<file path="src/rtl/riscv_pkg.sv">
// Shared definitions for the UART memory loader: FSM encoding, header length
// and the word address helper.
package riscv_pkg;

  typedef enum logic [2:0] {
    StHdr   = 3'd0,
    StData  = 3'd1,
    StWrite = 3'd2,
    StDone  = 3'd3,
    StErr   = 3'd4
  } loader_state_e;

  // Bytes in the word-count header (and in every data word).
  localparam int unsigned HdrBytes = 4;

  // Byte address of a word; wraps at 32 bits.
  function automatic logic [31:0] word_addr(input logic [31:0] base, input logic [15:0] idx);
    return base + {14'd0, idx, 2'b00};
  endfunction

endpackage

</file>
<file path="src/rtl/uart_mem_loader.sv">
// UART memory loader.
// Receives a frame of a 4-byte little-endian word count N followed by N words
// (4 bytes each, little-endian) and writes each word to data memory while
// holding the CPU in reset. The CPU is released once the image is loaded.
//
// Ports:
//   clk            - rising-edge clock
//   reset          - asynchronous active-low reset
//   rx_valid       - one-cycle strobe, rx_data holds a received byte
//   rx_data        - received byte
//   cpu_reset      - active-high CPU reset, low only once loading is done
//   Ext_MemWrite   - one-cycle word write strobe
//   Ext_WriteData  - assembled word (zero outside the write cycle)
//   Ext_DataAdr    - word byte address (zero outside the write cycle)
//   load_done      - image loaded, CPU released
//   load_err       - sticky illegal word count flag
module uart_mem_loader
  import riscv_pkg::*;
#(
  parameter logic [31:0] BASE_ADDR = 32'h0000_0000,
  parameter int unsigned MAX_WORDS = 64,
  parameter int unsigned TIMEOUT   = 100000
) (
  input  logic        clk,
  input  logic        reset,
  input  logic        rx_valid,
  input  logic [7:0]  rx_data,
  output logic        cpu_reset,
  output logic        Ext_MemWrite,
  output logic [31:0] Ext_WriteData,
  output logic [31:0] Ext_DataAdr,
  output logic        load_done,
  output logic        load_err
);

  localparam int unsigned IdleW = $clog2(TIMEOUT + 1);
  localparam logic [IdleW-1:0] IdleMax  = IdleW'(TIMEOUT);
  // The timeout fires on the edge that ends the TIMEOUT-th idle cycle.
  localparam logic [IdleW-1:0] IdleFire = IdleW'(TIMEOUT - 1);
  localparam logic [1:0] LastByte = 2'(HdrBytes - 1);

  loader_state_e    state_q, state_d;
  logic [1:0]       byte_idx_q, byte_idx_d;
  logic [15:0]      word_idx_q, word_idx_d;
  logic [15:0]      count_q, count_d;
  logic [31:0]      shreg_q, shreg_d;
  logic             mem_write_q, mem_write_d;
  logic [31:0]      wdata_q, wdata_d;
  logic [31:0]      adr_q, adr_d;
  logic             load_err_q, load_err_d;
  logic [IdleW-1:0] idle_q, idle_d;

  logic [31:0] shifted;
  logic [15:0] word_idx_inc;
  logic        in_frame;
  logic        timeout;

  // Header and data share one shift register, filled LSB first.
  assign shifted      = {rx_data, shreg_q[31:8]};
  assign word_idx_inc = word_idx_q + 16'd1;
  assign in_frame     = ((state_q == StHdr) && (byte_idx_q != 2'd0)) || (state_q == StData);
  assign timeout      = in_frame && !rx_valid && (idle_q >= IdleFire);

  // Idle counter: clears on every byte, saturates otherwise.
  always_comb begin
    idle_d = idle_q;
    if (rx_valid) begin
      idle_d = '0;
    end else if (idle_q != IdleMax) begin
      idle_d = idle_q + IdleW'(1);
    end
  end

  always_comb begin
    state_d     = state_q;
    byte_idx_d  = byte_idx_q;
    word_idx_d  = word_idx_q;
    count_d     = count_q;
    shreg_d     = shreg_q;
    load_err_d  = load_err_q;
    mem_write_d = 1'b0;
    wdata_d     = '0;
    adr_d       = '0;

    unique case (state_q)
      StHdr: begin
        if (timeout) begin
          byte_idx_d = '0;
          word_idx_d = '0;
          count_d    = '0;
          shreg_d    = '0;
        end else if (rx_valid) begin
          if (byte_idx_q == LastByte) begin
            byte_idx_d = '0;
            word_idx_d = '0;
            shreg_d    = '0;
            // Full 32-bit count is checked so high bytes cannot alias to a legal N.
            if (shifted == 32'd0) begin
              state_d = StDone;
            end else if (shifted > 32'(MAX_WORDS)) begin
              state_d    = StErr;
              load_err_d = 1'b1;
            end else begin
              count_d = shifted[15:0];
              state_d = StData;
            end
          end else begin
            shreg_d    = shifted;
            byte_idx_d = byte_idx_q + 2'd1;
          end
        end
      end

      StData: begin
        if (timeout) begin
          state_d    = StHdr;
          byte_idx_d = '0;
          word_idx_d = '0;
          count_d    = '0;
          shreg_d    = '0;
        end else if (rx_valid) begin
          if (byte_idx_q == LastByte) begin
            mem_write_d = 1'b1;
            wdata_d     = shifted;
            adr_d       = word_addr(BASE_ADDR, word_idx_q);
            shreg_d     = '0;
            byte_idx_d  = '0;
            state_d     = StWrite;
          end else begin
            shreg_d    = shifted;
            byte_idx_d = byte_idx_q + 2'd1;
          end
        end
      end

      StWrite: begin
        word_idx_d = word_idx_inc;
        if (word_idx_inc == count_q) begin
          state_d = StDone;
        end else begin
          state_d = StData;
          // A byte landing in the write cycle starts the next word.
          if (rx_valid) begin
            shreg_d    = shifted;
            byte_idx_d = 2'd1;
          end
        end
      end

      StDone, StErr: begin
        // Absorbing until reset; incoming bytes are dropped.
      end

      default: begin
        state_d = StHdr;
      end
    endcase
  end

  always_ff @(posedge clk or negedge reset) begin
    if (!reset) begin
      state_q     <= StHdr;
      byte_idx_q  <= '0;
      word_idx_q  <= '0;
      count_q     <= '0;
      shreg_q     <= '0;
      mem_write_q <= 1'b0;
      wdata_q     <= '0;
      adr_q       <= '0;
      load_err_q  <= 1'b0;
      idle_q      <= '0;
    end else begin
      state_q     <= state_d;
      byte_idx_q  <= byte_idx_d;
      word_idx_q  <= word_idx_d;
      count_q     <= count_d;
      shreg_q     <= shreg_d;
      mem_write_q <= mem_write_d;
      wdata_q     <= wdata_d;
      adr_q       <= adr_d;
      load_err_q  <= load_err_d;
      idle_q      <= idle_d;
    end
  end

  assign cpu_reset     = (state_q != StDone);
  assign load_done     = (state_q == StDone);
  assign Ext_MemWrite  = mem_write_q;
  assign Ext_WriteData = wdata_q;
  assign Ext_DataAdr   = adr_q;
  assign load_err      = load_err_q;

endmodule

</file>
<file path="config.mk">
export PLATFORM = sky130hd
export DESIGN_NAME = uart_mem_loader
export DESIGN_NICKNAME = d
export VERILOG_FILES = /design/src/rtl/riscv_pkg.sv /design/src/rtl/uart_mem_loader.sv
export SDC_FILE = /design/constraint.sdc
export NUM_CORES = 1
export LEC_CHECK = 0
export BUFFER_PORTS_ARGS = -buffer_cell sky130_fd_sc_hd__buf_2
export CORE_MARGIN = 4
export CORE_UTILIZATION = 60
export CTS_BUF_LIST = sky130_fd_sc_hd__clkbuf_4 sky130_fd_sc_hd__clkbuf_8
export DETAILED_ROUTE_END_ITERATION = 12
export GPL_ROUTABILITY_DRIVEN = 1
export PLACE_DENSITY_LB_ADDON = 0.08
export SLEW_MARGIN = 0
export SYNTH_ARGS = -nofsm -noshare
export SYNTH_HDL_FRONTEND = slang
export SYNTH_SLANG_ARGS = --single-unit
</file>
<file path="constraint.sdc">
create_clock -name clk -period 2.9 [get_ports clk]
set_input_delay 0.58 -clock clk [delete_from_list [all_inputs] [get_ports clk]]
set_output_delay 0.58 -clock clk [all_outputs]
set_load 0.005 [all_outputs]
</file>
==> results.md <==
- The area growth from synthesis to final layout is 14.10%.
- The final setup slack of the worst path is 0.1304 ns.
- The HPWL after detailed placement is 8518 um.
- The number of pins with negative max-slew slack in the final report is 0.
- The total placed cells including tap cells is 730.
- The number of antenna violations at the first check in global routing came to 0.
- The arrival time of the worst setup path is 3.12 ns.
- TritonCTS built the clock tree.
- The largest net degree at the start of global routing is 50.
- The netlist area before placement is 0.005882 mm2.
- The die outline area is 0.01145 mm2.
- The effective utilization at floorplan is 0.6276.
- The number of DRC violations after detailed-routing iteration 0 is 245.
- The vias per cell is 5.611.
- In the final timing run, aggregate negative setup slack is 0 ns.
- The number of distinct library cells after synthesis is 52.
- The average instance in the mapped netlist occupies 10.58 um2.
- The routed via count is 4287.
- IR analysis of the VDD net gives a maximum drop of 0.0004081 V.
- The nature of the critical path startpoint is a register.
- The cell area reported after detailed placement is 0.006292 mm2.
- The core box area is 0.009371 mm2.
- The category of the worst setup path capture point is a register.
- The leakage power summed over all cells is 3.401 nW.
- The post-placement worst setup slack is 0.08405 ns.
- Counting flops with a built-in enable in the synthesized netlist gives 0.
- The detail route stage leaves a number of antenna-violating nets equal to 0.
- The largest fanout on the critical path is 26.
- The number of global-route vias before repair came to 4333.
- The congestion estimate from routability-driven global placement came to 0.8789.
- The number of top-level pins is 79.
- For this design the ratio of total power to cell area is 491.8 mW/mm2.
- The worst-case register-to-register setup slack is 0.13 ns.
- The share of the clock period used by the worst path after layout is 0.9550.
- Across every metal layer, demand over resource in global routing totals 0.2355.
- The routed design could run at a clock period as short as 2.770 ns.
- The setup clock skew after layout is 0.009159 ns.
- The final layout contains routed wiring with a total length of 12630 um.
- The setup-violating endpoint count in the final report is 0.
- The number of max-capacitance violations reported is 0.
- Synthesis handed over a netlist of 556 instances.
- The final routed DRC violation total is 0.
- In the final layout, the share of cells above drive strength 1 is 0.1969.
- The clock latency on the worst-skew pair is 0.44 ns.
- The maximum clock path buffer count is 2.
- In the synthesized netlist the async set-or-reset flop fraction comes to 1.000.
- The die extent in y is 107.0 um.
- The number of antenna repair diodes is 0.
- The clock drives 128 sinks.
- Counting cells, the worst reg-to-reg path comes to 9.
- In the final routed layout, each cell accounts on average for 16.53 um.
- The clock-pin slew on the worst setup and hold paths is 0.08 ns.
- The width of the die is 107.0 um.
- The total CTS buffers is 17.
- For this run, the number of Yosys warnings is 0.
- The highest achievable clock rate is 0.3611 GHz.
- The first global-routing pass estimated 21180 um of wire.
- The row count is 35.
- The total of buffers placed on input and output ports is 62.
- The run finished with clean final reports.
- The data required time of the critical path is 3.25 ns.
- The kind of critical path is reg2reg.
- The net count of the finished layout is 638.
- The reg-to-reg critical path startpoint is word_idx_q[2].
- The share of the core filled with cells in the final layout is 0.7162.
- Global routing finished with a remaining overflow of 0.
- In this run the tightest slew margin relative to its limit is 0.6564.
- The sequential-to-total area share from yosys stat is 0.5446.
- Among all flip-flop cells after synthesis, the most frequent one is dfrtp_1.
- The endpoint identified for the worst register-to-register timing path is byte_idx_q[1].
- The count of TritonRoute iterations in the first routing pass is 5.
- In this run the worst hold path is classified as in2async.
- The final hold violation count came to 0.
- The H-tree depth is 4.
- For the pin with the worst max-slew slack, the measured transition is 0.5142 ns.
- For this run, the number of standard cells in the final layout without fillers is 764.
- Counting flops and latches in the post-synthesis netlist gives 128.
- The root buffer cell is clkbuf_8.
- The post-route standard cell area excluding fillers is 0.006711 mm2.
## cell families after synthesis
| kind of cell | count (synthesis) | synth area share |
|---|---|---|
| buf+inv | 59 | 0.05276 |
| xor+xnor | 39 | 0.05807 |
| flops | 128 | 0.5446 |
| simple gates | 226 | 0.2121 |
| compound gates | 95 | 0.1162 |
| fa+ha+maj | 5 | 0.01064 |
| other cells | 1 | 0.0006376 |
| mux | 3 | 0.005106 |
## cells in the mapped netlist (2+ instances only)
cell type,number,area share
dfrtp_1,128,0.54
and2_1,58,0.062
nor2_1,41,0.026
and3_1,34,0.036
a22o_1,32,0.048
nand2_1,27,0.017
clkbuf_1,25,0.016
o21ai_0,24,0.020
xor2_1,22,0.033
xnor2_1,17,0.025
buf_4,16,0.020
nand3_1,15,0.013
a21oi_1,12,0.010
nand4_1,11,0.012
inv_1,10,0.0064
nor3_1,10,0.0085
nor4_1,10,0.011
buf_2,5,0.0043
ha_1,5,0.011
nand4b_1,5,0.0074
o21ai_1,4,0.0034
a31oi_1,3,0.0032
and4_1,3,0.0045
buf_6,3,0.0057
mux2i_1,3,0.0051
o31ai_1,3,0.0038
or3_1,3,0.0032
nand3b_1,2,0.0026
o41ai_1,2,0.0030
## cell usage in the layout, fill, tap and decap left out, types with 11 or more instances in the layout
master	instances
a21oi_1	12
buf_4	18
buf_2	61
dfrtp_1	126
conb_1	16
and2_1	58
a22o_1	32
nor2_1	41
clkbuf_8	17
xnor2_1	17
and3_1	33
nand2_1	27
xor2_1	22
nand4_1	11
o21ai_0	24
nand3_1	15
## how the worst max path moves through the flow
stage,to,from,cells after the start
after floorplan,byte_idx_q[0],word_idx_q[0],10
after global routing,byte_idx_q[1],word_idx_q[2],9
after CTS,byte_idx_q[1],word_idx_q[0],9
after detailed placement,byte_idx_q[1],word_idx_q[0],9
after global placement,byte_idx_q[1],word_idx_q[0],9
final,byte_idx_q[1],word_idx_q[2],9
## final cells by class
| cell class | instances | area (um2) |
|---|---|---|
| Clock buffer | 18 | 241.5 |
| Multi-Input combinational cell | 384 | 2449 |
| Sequential cell | 128 | 3206 |
| Fill cell | 688 | 2660 |
| Inverter | 10 | 37.54 |
| Timing Repair Buffer | 81 | 480.5 |
| Clock inverter | 14 | 136.4 |
| Tap cell | 129 | 161.4 |
## critical path, cell delays in order (launching register included)
cell and delay [ns]:
dfrtp_1 0.52, nand4_1 0.30, nor4_1 0.40, buf_4 0.19, xnor2_1 0.12, nand2_1 0.10, or3_4 0.35, o31ai_4 0.23
buf_12 0.21, mux2i_1 0.25
## power breakdown
group | switching [W] | leakage, nW | internal, W
Clock | 0.000738 | 0.189 | 0.000700
Combinational | 0.0000554 | 1.52 | 0.0000164
Sequential | 0.00000460 | 1.69 | 0.00179
Total | 0.000798 | 3.40 | 0.00250
## per-layer routing
metal,vias to the layer above,global-route usage,wire length (um)
li1,2039,-,-
met1,2077,0.2956,5282
met2,152,0.3934,6353
met3,19,0.07465,791
met4,0,0.06758,199
met5,-,0,0
## registers in the layout, indices dropped and copies added (netlist names)
| register | flops |
|---|---|
| Ext_MemWrite | 1 |
| load_err | 1 |
| Ext_DataAdr | 16 |
| Ext_WriteData | 32 |
| count_q | 16 |
| state_q | 3 |
| idle_q | 17 |
| word_idx_q | 16 |
| shreg_q | 24 |
| byte_idx_q | 2 |
## stage by stage
step                      hold WS [ns]  power [W]
after global routing            0.1232   0.003430
after global placement          0.4629   0.001898
after floorplan                 0.2844   0.001862
after detailed placement        0.4591   0.001901
after CTS                       0.1090   0.003331
final                           0.1065   0.003301
## what timing repair did
| action | in CTS | in global routing |
|---|---|---|
| endpoints found under the setup margin | 0 | 26 |
| gates resized for setup | 0 | 7 |
| hold buffers | 0 | 0 |
| setup buffers | 0 | 2 |
Note: power is estimated with default switching activity, not from simulation.
